**config.mk**
```make
export PLATFORM = sky130hd
export DESIGN_NAME = condicionador_controle_drone
export DESIGN_NICKNAME = d
export VERILOG_FILES = /design/src/rtl/condicionador_controle_drone.sv
export SDC_FILE = /design/constraint.sdc
export NUM_CORES = 1
export LEC_CHECK = 0
export ABC_AREA = 1
export BUFFER_PORTS_ARGS = -buffer_cell sky130_fd_sc_hd__buf_2
export CORE_UTILIZATION = 55
export CTS_CLUSTER_SIZE = 20
export DETAILED_ROUTE_END_ITERATION = 12
export MAX_ROUTING_LAYER = met4
export PLACE_DENSITY = 0.79
export SLEW_MARGIN = 10
export SYNTH_ARGS = -nofsm -noshare
export SYNTH_HDL_FRONTEND = slang
export SYNTH_SLANG_ARGS = --single-unit
```
**constraint.sdc**
```tcl
create_clock -name clock -period 3.9 [get_ports clock]
set_clock_uncertainty 0.2 [all_clocks]
set_input_delay 0.195 -clock clock [delete_from_list [all_inputs] [get_ports clock]]
set_output_delay 0.195 -clock clock [all_outputs]
set_load 0.05 [all_outputs]
```
**src/rtl/condicionador_controle_drone.sv**
```systemverilog
// condicionador_controle_drone
//   Conditions the raw left/right/confirm push-buttons into clean synchronous
//   commands for the drone simulator top level.
//   Ports:
//     clock          : system clock, rising edge
//     reset          : synchronous, active-high, clears all state
//     botao_esquerda : raw left button (async, bouncy)
//     botao_direita  : raw right button (async, bouncy)
//     botao_confirma : raw confirm button (async, bouncy)
//     controle[1:0]  : debounced direction level (00 none/both, 01 left, 10 right)
//     controle_pulso : one-cycle move strobe, with hold-to-repeat
//     confirma       : one-cycle strobe on confirm press
//     db_estado[3:0] : repeat FSM state (0 OCIOSO, 1 ESPERA, 2 REPETE)

// Per-button 2-flop synchronizer plus debouncer. est_nxt is exposed so the
// parent can register strobes on the same edge the stable level changes.
module condicionador_debounce #(
    parameter int DEBOUNCE_CYCLES = 4
) (
    input  logic clock,
    input  logic reset,
    input  logic botao,
    output logic est,
    output logic est_nxt
);
    localparam int CW = (DEBOUNCE_CYCLES > 1) ? $clog2(DEBOUNCE_CYCLES) : 1;
    localparam logic [CW-1:0] CNT_MAX = CW'(DEBOUNCE_CYCLES - 1);

    logic          s1_q, s1_d;
    logic          s2_q, s2_d;
    logic          est_q, est_d;
    logic [CW-1:0] cnt_q, cnt_d;

    always_comb begin
        s1_d  = botao;
        s2_d  = s1_q;
        est_d = est_q;
        cnt_d = '0;
        // Any sample matching est leaves cnt at zero, so a glitch restarts the count.
        if (s2_q != est_q) begin
            if (cnt_q == CNT_MAX) begin
                est_d = ~est_q;
            end else begin
                cnt_d = cnt_q + 1'b1;
            end
        end
    end

    always_ff @(posedge clock) begin
        if (reset) begin
            s1_q  <= 1'b0;
            s2_q  <= 1'b0;
            est_q <= 1'b0;
            cnt_q <= '0;
        end else begin
            s1_q  <= s1_d;
            s2_q  <= s2_d;
            est_q <= est_d;
            cnt_q <= cnt_d;
        end
    end

    assign est     = est_q;
    assign est_nxt = est_d;
endmodule

module condicionador_controle_drone #(
    parameter int DEBOUNCE_CYCLES = 4,
    parameter int REPEAT_DELAY    = 2000,
    parameter int REPEAT_PERIOD   = 500
) (
    input  logic       clock,
    input  logic       reset,
    input  logic       botao_esquerda,
    input  logic       botao_direita,
    input  logic       botao_confirma,
    output logic [1:0] controle,
    output logic       controle_pulso,
    output logic       confirma,
    output logic [3:0] db_estado
);
    localparam int NUM_BTN = 3;
    localparam int BTN_ESQ = 0;
    localparam int BTN_DIR = 1;
    localparam int BTN_CNF = 2;

    localparam int TMAX = (REPEAT_DELAY > REPEAT_PERIOD) ? REPEAT_DELAY : REPEAT_PERIOD;
    localparam int TW   = $clog2(TMAX);
    localparam logic [TW-1:0] DELAY_M1  = TW'(REPEAT_DELAY - 1);
    localparam logic [TW-1:0] PERIOD_M1 = TW'(REPEAT_PERIOD - 1);

    localparam logic [1:0] OCIOSO = 2'd0;
    localparam logic [1:0] ESPERA = 2'd1;
    localparam logic [1:0] REPETE = 2'd2;

    logic [NUM_BTN-1:0] raw, est, est_nxt;

    assign raw = {botao_confirma, botao_direita, botao_esquerda};

    condicionador_debounce #(
        .DEBOUNCE_CYCLES(DEBOUNCE_CYCLES)
    ) u_db [NUM_BTN-1:0] (
        .clock   (clock),
        .reset   (reset),
        .botao   (raw),
        .est     (est),
        .est_nxt (est_nxt)
    );

    logic [1:0]    state_q, state_d;
    logic [TW-1:0] timer_q, timer_d;
    logic [1:0]    controle_q, controle_d;
    logic          pulso_q, pulso_d;
    logic          confirma_q, confirma_d;
    logic [1:0]    code_atual;

    // Both buttons pressed decodes to 00, i.e. treated as a release.
    always_comb begin
        controle_d = (est_nxt[BTN_ESQ] ^ est_nxt[BTN_DIR]) ? {est_nxt[BTN_DIR], est_nxt[BTN_ESQ]} : 2'b00;
        code_atual = (est[BTN_ESQ] ^ est[BTN_DIR]) ? {est[BTN_DIR], est[BTN_ESQ]} : 2'b00;
        confirma_d = est_nxt[BTN_CNF] & ~est[BTN_CNF];
    end

    // The FSM looks at the next code so its strobe lands on the same edge
    // as the debounced level change. Code change wins over timer expiry.
    always_comb begin
        state_d = state_q;
        timer_d = timer_q;
        pulso_d = 1'b0;
        case (state_q)
            OCIOSO: begin
                if (controle_d != 2'b00) begin
                    pulso_d = 1'b1;
                    timer_d = '0;
                    state_d = ESPERA;
                end
            end
            ESPERA: begin
                if (controle_d == 2'b00) begin
                    state_d = OCIOSO;
                end else if (controle_d != code_atual) begin
                    pulso_d = 1'b1;
                    timer_d = '0;
                end else if (timer_q == DELAY_M1) begin
                    pulso_d = 1'b1;
                    timer_d = '0;
                    state_d = REPETE;
                end else begin
                    timer_d = timer_q + 1'b1;
                end
            end
            REPETE: begin
                if (controle_d == 2'b00) begin
                    state_d = OCIOSO;
                end else if (controle_d != code_atual) begin
                    pulso_d = 1'b1;
                    timer_d = '0;
                    state_d = ESPERA;
                end else if (timer_q == PERIOD_M1) begin
                    pulso_d = 1'b1;
                    timer_d = '0;
                end else begin
                    timer_d = timer_q + 1'b1;
                end
            end
            default: begin
                state_d = OCIOSO;
                timer_d = '0;
            end
        endcase
    end

    always_ff @(posedge clock) begin
        if (reset) begin
            state_q    <= OCIOSO;
            timer_q    <= '0;
            controle_q <= 2'b00;
            pulso_q    <= 1'b0;
            confirma_q <= 1'b0;
        end else begin
            state_q    <= state_d;
            timer_q    <= timer_d;
            controle_q <= controle_d;
            pulso_q    <= pulso_d;
            confirma_q <= confirma_d;
        end
    end

    assign controle       = controle_q;
    assign controle_pulso = pulso_q;
    assign confirma       = confirma_q;
    assign db_estado      = {2'b00, state_q};
endmodule

```
==> out/results.ini <==
[outcome]
status=complete, no violations

[clock_network]
clkSinkCount=32
cts_resized=0
cts_buffers=5
cts_buffer_depth=2
post_cts_buffers=0
cts-root-buf=clkbuf_4
cts_max_level=2
clock_latency_ns=0.33
cts_tree=yes
cts.clk_slew.worst_paths_ns=0.10

[drt]
routed_wl_um=2890
drtIter0Drc=44
dr.pass1.iters=4
top_layer_used=met4
antenna_left=0
wl_met2_um=1270
avgRoutedWirePerCell_um=10.5
dr_total_vias=1403
viasPerCell=5.10
drc=0
wl_met3_um=151
wl_met1_um=1400

[finish]
final_layout_size_suffix_gt1_frac=0.135
final_nets=258
fin_area_um2=1790
final_cell_mix=inv_1 (34), nand2_1 (34), dfxtp_1 (32), nor2_1 (29)
diodes=0
utilization=0.645
areaGrowthSynthToFinish_pct=9.89
stdcell_count=275

[timing]
setup_tns_ns=0
period_share=0.660
rsz0062_at_grt=no
period_needed_ns=2.57
slew_viol_final=0
fmax_mhz=389
final-setup-viol-count=0
hold_viol=0

[worst_setup_path]
required_ns=3.97
worstPathMaxFanout=12
end_kind=flip-flop
start_kind=flip-flop
crit_chain=ha_1 -> o21ai_0 -> inv_1 -> ha_1 -> nand2_1 -> nand2_1 -> nor2_1 -> a21oi_1 -> or2_2 -> a21oi_1
slowest_delay_ns=0.36
path_delay_family=simple AND/OR/NAND/NOR gates
critPathSlowestCell=ha_1
critical_path_depth=10
cp_num_buf_inv=1
reg2reg_depth=10
worstSetupPathType=reg -> reg
cp.arrival_ns=2.64

[yosys]
syn_area_um2=1630
yosys.area_share.simple=0.292
synth.distinct_cells=28
synth-compound-area-share=0.108
synthMuxAreaShare=0
syn_inst=228
synth_xor_area_frac=0.0161
synth-seq-cells=32
avgSynthCellArea_um2=7.16
ys_seq_area_frac=0.392
synthAdderAreaFrac=0.0766
yosys_warnings=0
synth_top_family_by_area=simple AND/OR/NAND/NOR gates

[placed_design]
gp_congestion=0.883
port_buffers=10
placed_cell_area_um2=1690
place_inst=264
place_hpwl_um=2020

[min_path]
hold_path_class=in -> reg
hold_depth=2

[global_route]
grt-ovfl-total=0
antenna_found_initial=0
grt_use_total=0.220
grt_pass1_wl_um=5210
grt_pass1_vias=1239
grt_start_max_net_pins=22

[floorplanning]
die_width_um=56.5
dieArea_um2=3190
coreArea_um2=2780
floorplan.rows=19
die_y_um=56.5
start_util=0.587
pin_count=13

[flow_run]
maxCapViolCount=0

[pwr]
power.leakage_nw=0.739
irDropWorstVdd_uv=358
power_density_nw_per_um2=361

## cell type report
cell class / count / area [µm²]
clock buffer: 6 / 41.3
clock inverter: 2 / 35.0
fill: 251 / 987
inverter: 39 / 146
multi-input combinational: 152 / 812
sequential: 32 / 641
tap: 31 / 38.8
timing repair buffer: 13 / 80.1
## state kept, by name, summed over array words and instances (netlist names)
register        cells
u_db.cnt_q          6
state_q             2
confirma            1
controle            2
u_db.est            3
timer_q            11
u_db.s2_q           3
u_db.s1_q           3
controle_pulso      1
## logic make-up after synthesis
kind of cell	after synthesis
buf+inv	45
simple gates	104
flops	32
compound gates	33
fa+ha+maj	10
xor+xnor	3
other cells	1
## cells in the mapped netlist
cell / number / area [µm²]
inv_1: 34 / 128
nand2_1: 34 / 128
dfxtp_1: 32 / 641
nor2_1: 29 / 109
a21oi_1: 19 / 95.1
nand3_1: 19 / 95.1
ha_1: 10 / 125
nor3_1: 8 / 40.0
o21ai_0: 8 / 40.0
inv_2: 4 / 15.0
clkbuf_1: 3 / 11.3
nand2_2: 3 / 18.8
nor2_2: 3 / 18.8
o211ai_1: 3 / 22.5
xor2_1: 3 / 26.3
buf_4: 2 / 15.0
nand3_2: 2 / 20.0
o21ai_1: 2 / 10.0
buf_6: 1 / 11.3
clkinv_1: 1 / 3.75
conb_1: 1 / 3.75
nand4_1: 1 / 6.26
nor2_4: 1 / 11.3
nor3_2: 1 / 10.0
nor3b_1: 1 / 7.51
nor4_1: 1 / 6.26
o21ai_2: 1 / 8.76
or2_2: 1 / 6.26
## through the flow
| step | power [mW] | setup slack, ns | hold WS, ns |
|---|---|---|---|
| 5_1_grt | 0.685 | 1.07 | 0.0356 |
| 6_report | 0.648 | 1.33 | 0.0404 |
| 4_1_cts | 0.660 | 1.30 | 0.0254 |
| 3_5_place_dp | 0.408 | 1.32 | 0.196 |
| 3_3_place_gp | 0.406 | 1.44 | 0.190 |
| 2_1_floorplan | 0.398 | 1.71 | 0.102 |
## metal layers
metal,global-route usage,vias to the layer above
met3,0.0760,6
met2,0.313,30
met5,-,-
met1,0.272,615
li1,-,752
met4,0.118,0
## report_power, final
group | total (mW) | internal (mW) | leakage, nW | switching, mW
clock | 0.246 | 0.134 | 0.0422 | 0.112
combinational | 0.0658 | 0.0180 | 0.437 | 0.0478
sequential | 0.336 | 0.332 | 0.259 | 0.00396
total | 0.648 | 0.484 | 0.739 | 0.164
## repair_timing
item                                   in CTS  in global routing
endpoints found under the hold margin       3                  0
setup endpoints to repair                   0                  0
hold buffers                                3                  0
## final timing paths
kind,startpoint,slack (ns),to
worst min register to register,u_db[2].s1_q$_SDFF_PP0_,0.20,u_db[2].s2_q$_SDFF_PP0_
worst max register to register,u_db[1].cnt_q[0]$_SDFF_PP0_,1.33,timer_q[9]$_SDFFE_PP0P_
worst max-delay path,u_db[1].cnt_q[0]$_SDFF_PP0_,1.33,timer_q[9]$_SDFFE_PP0P_
worst min-delay path,reset,0.04,u_db[0].s1_q$_SDFF_PP0_
(Power assumes the default switching activity.)
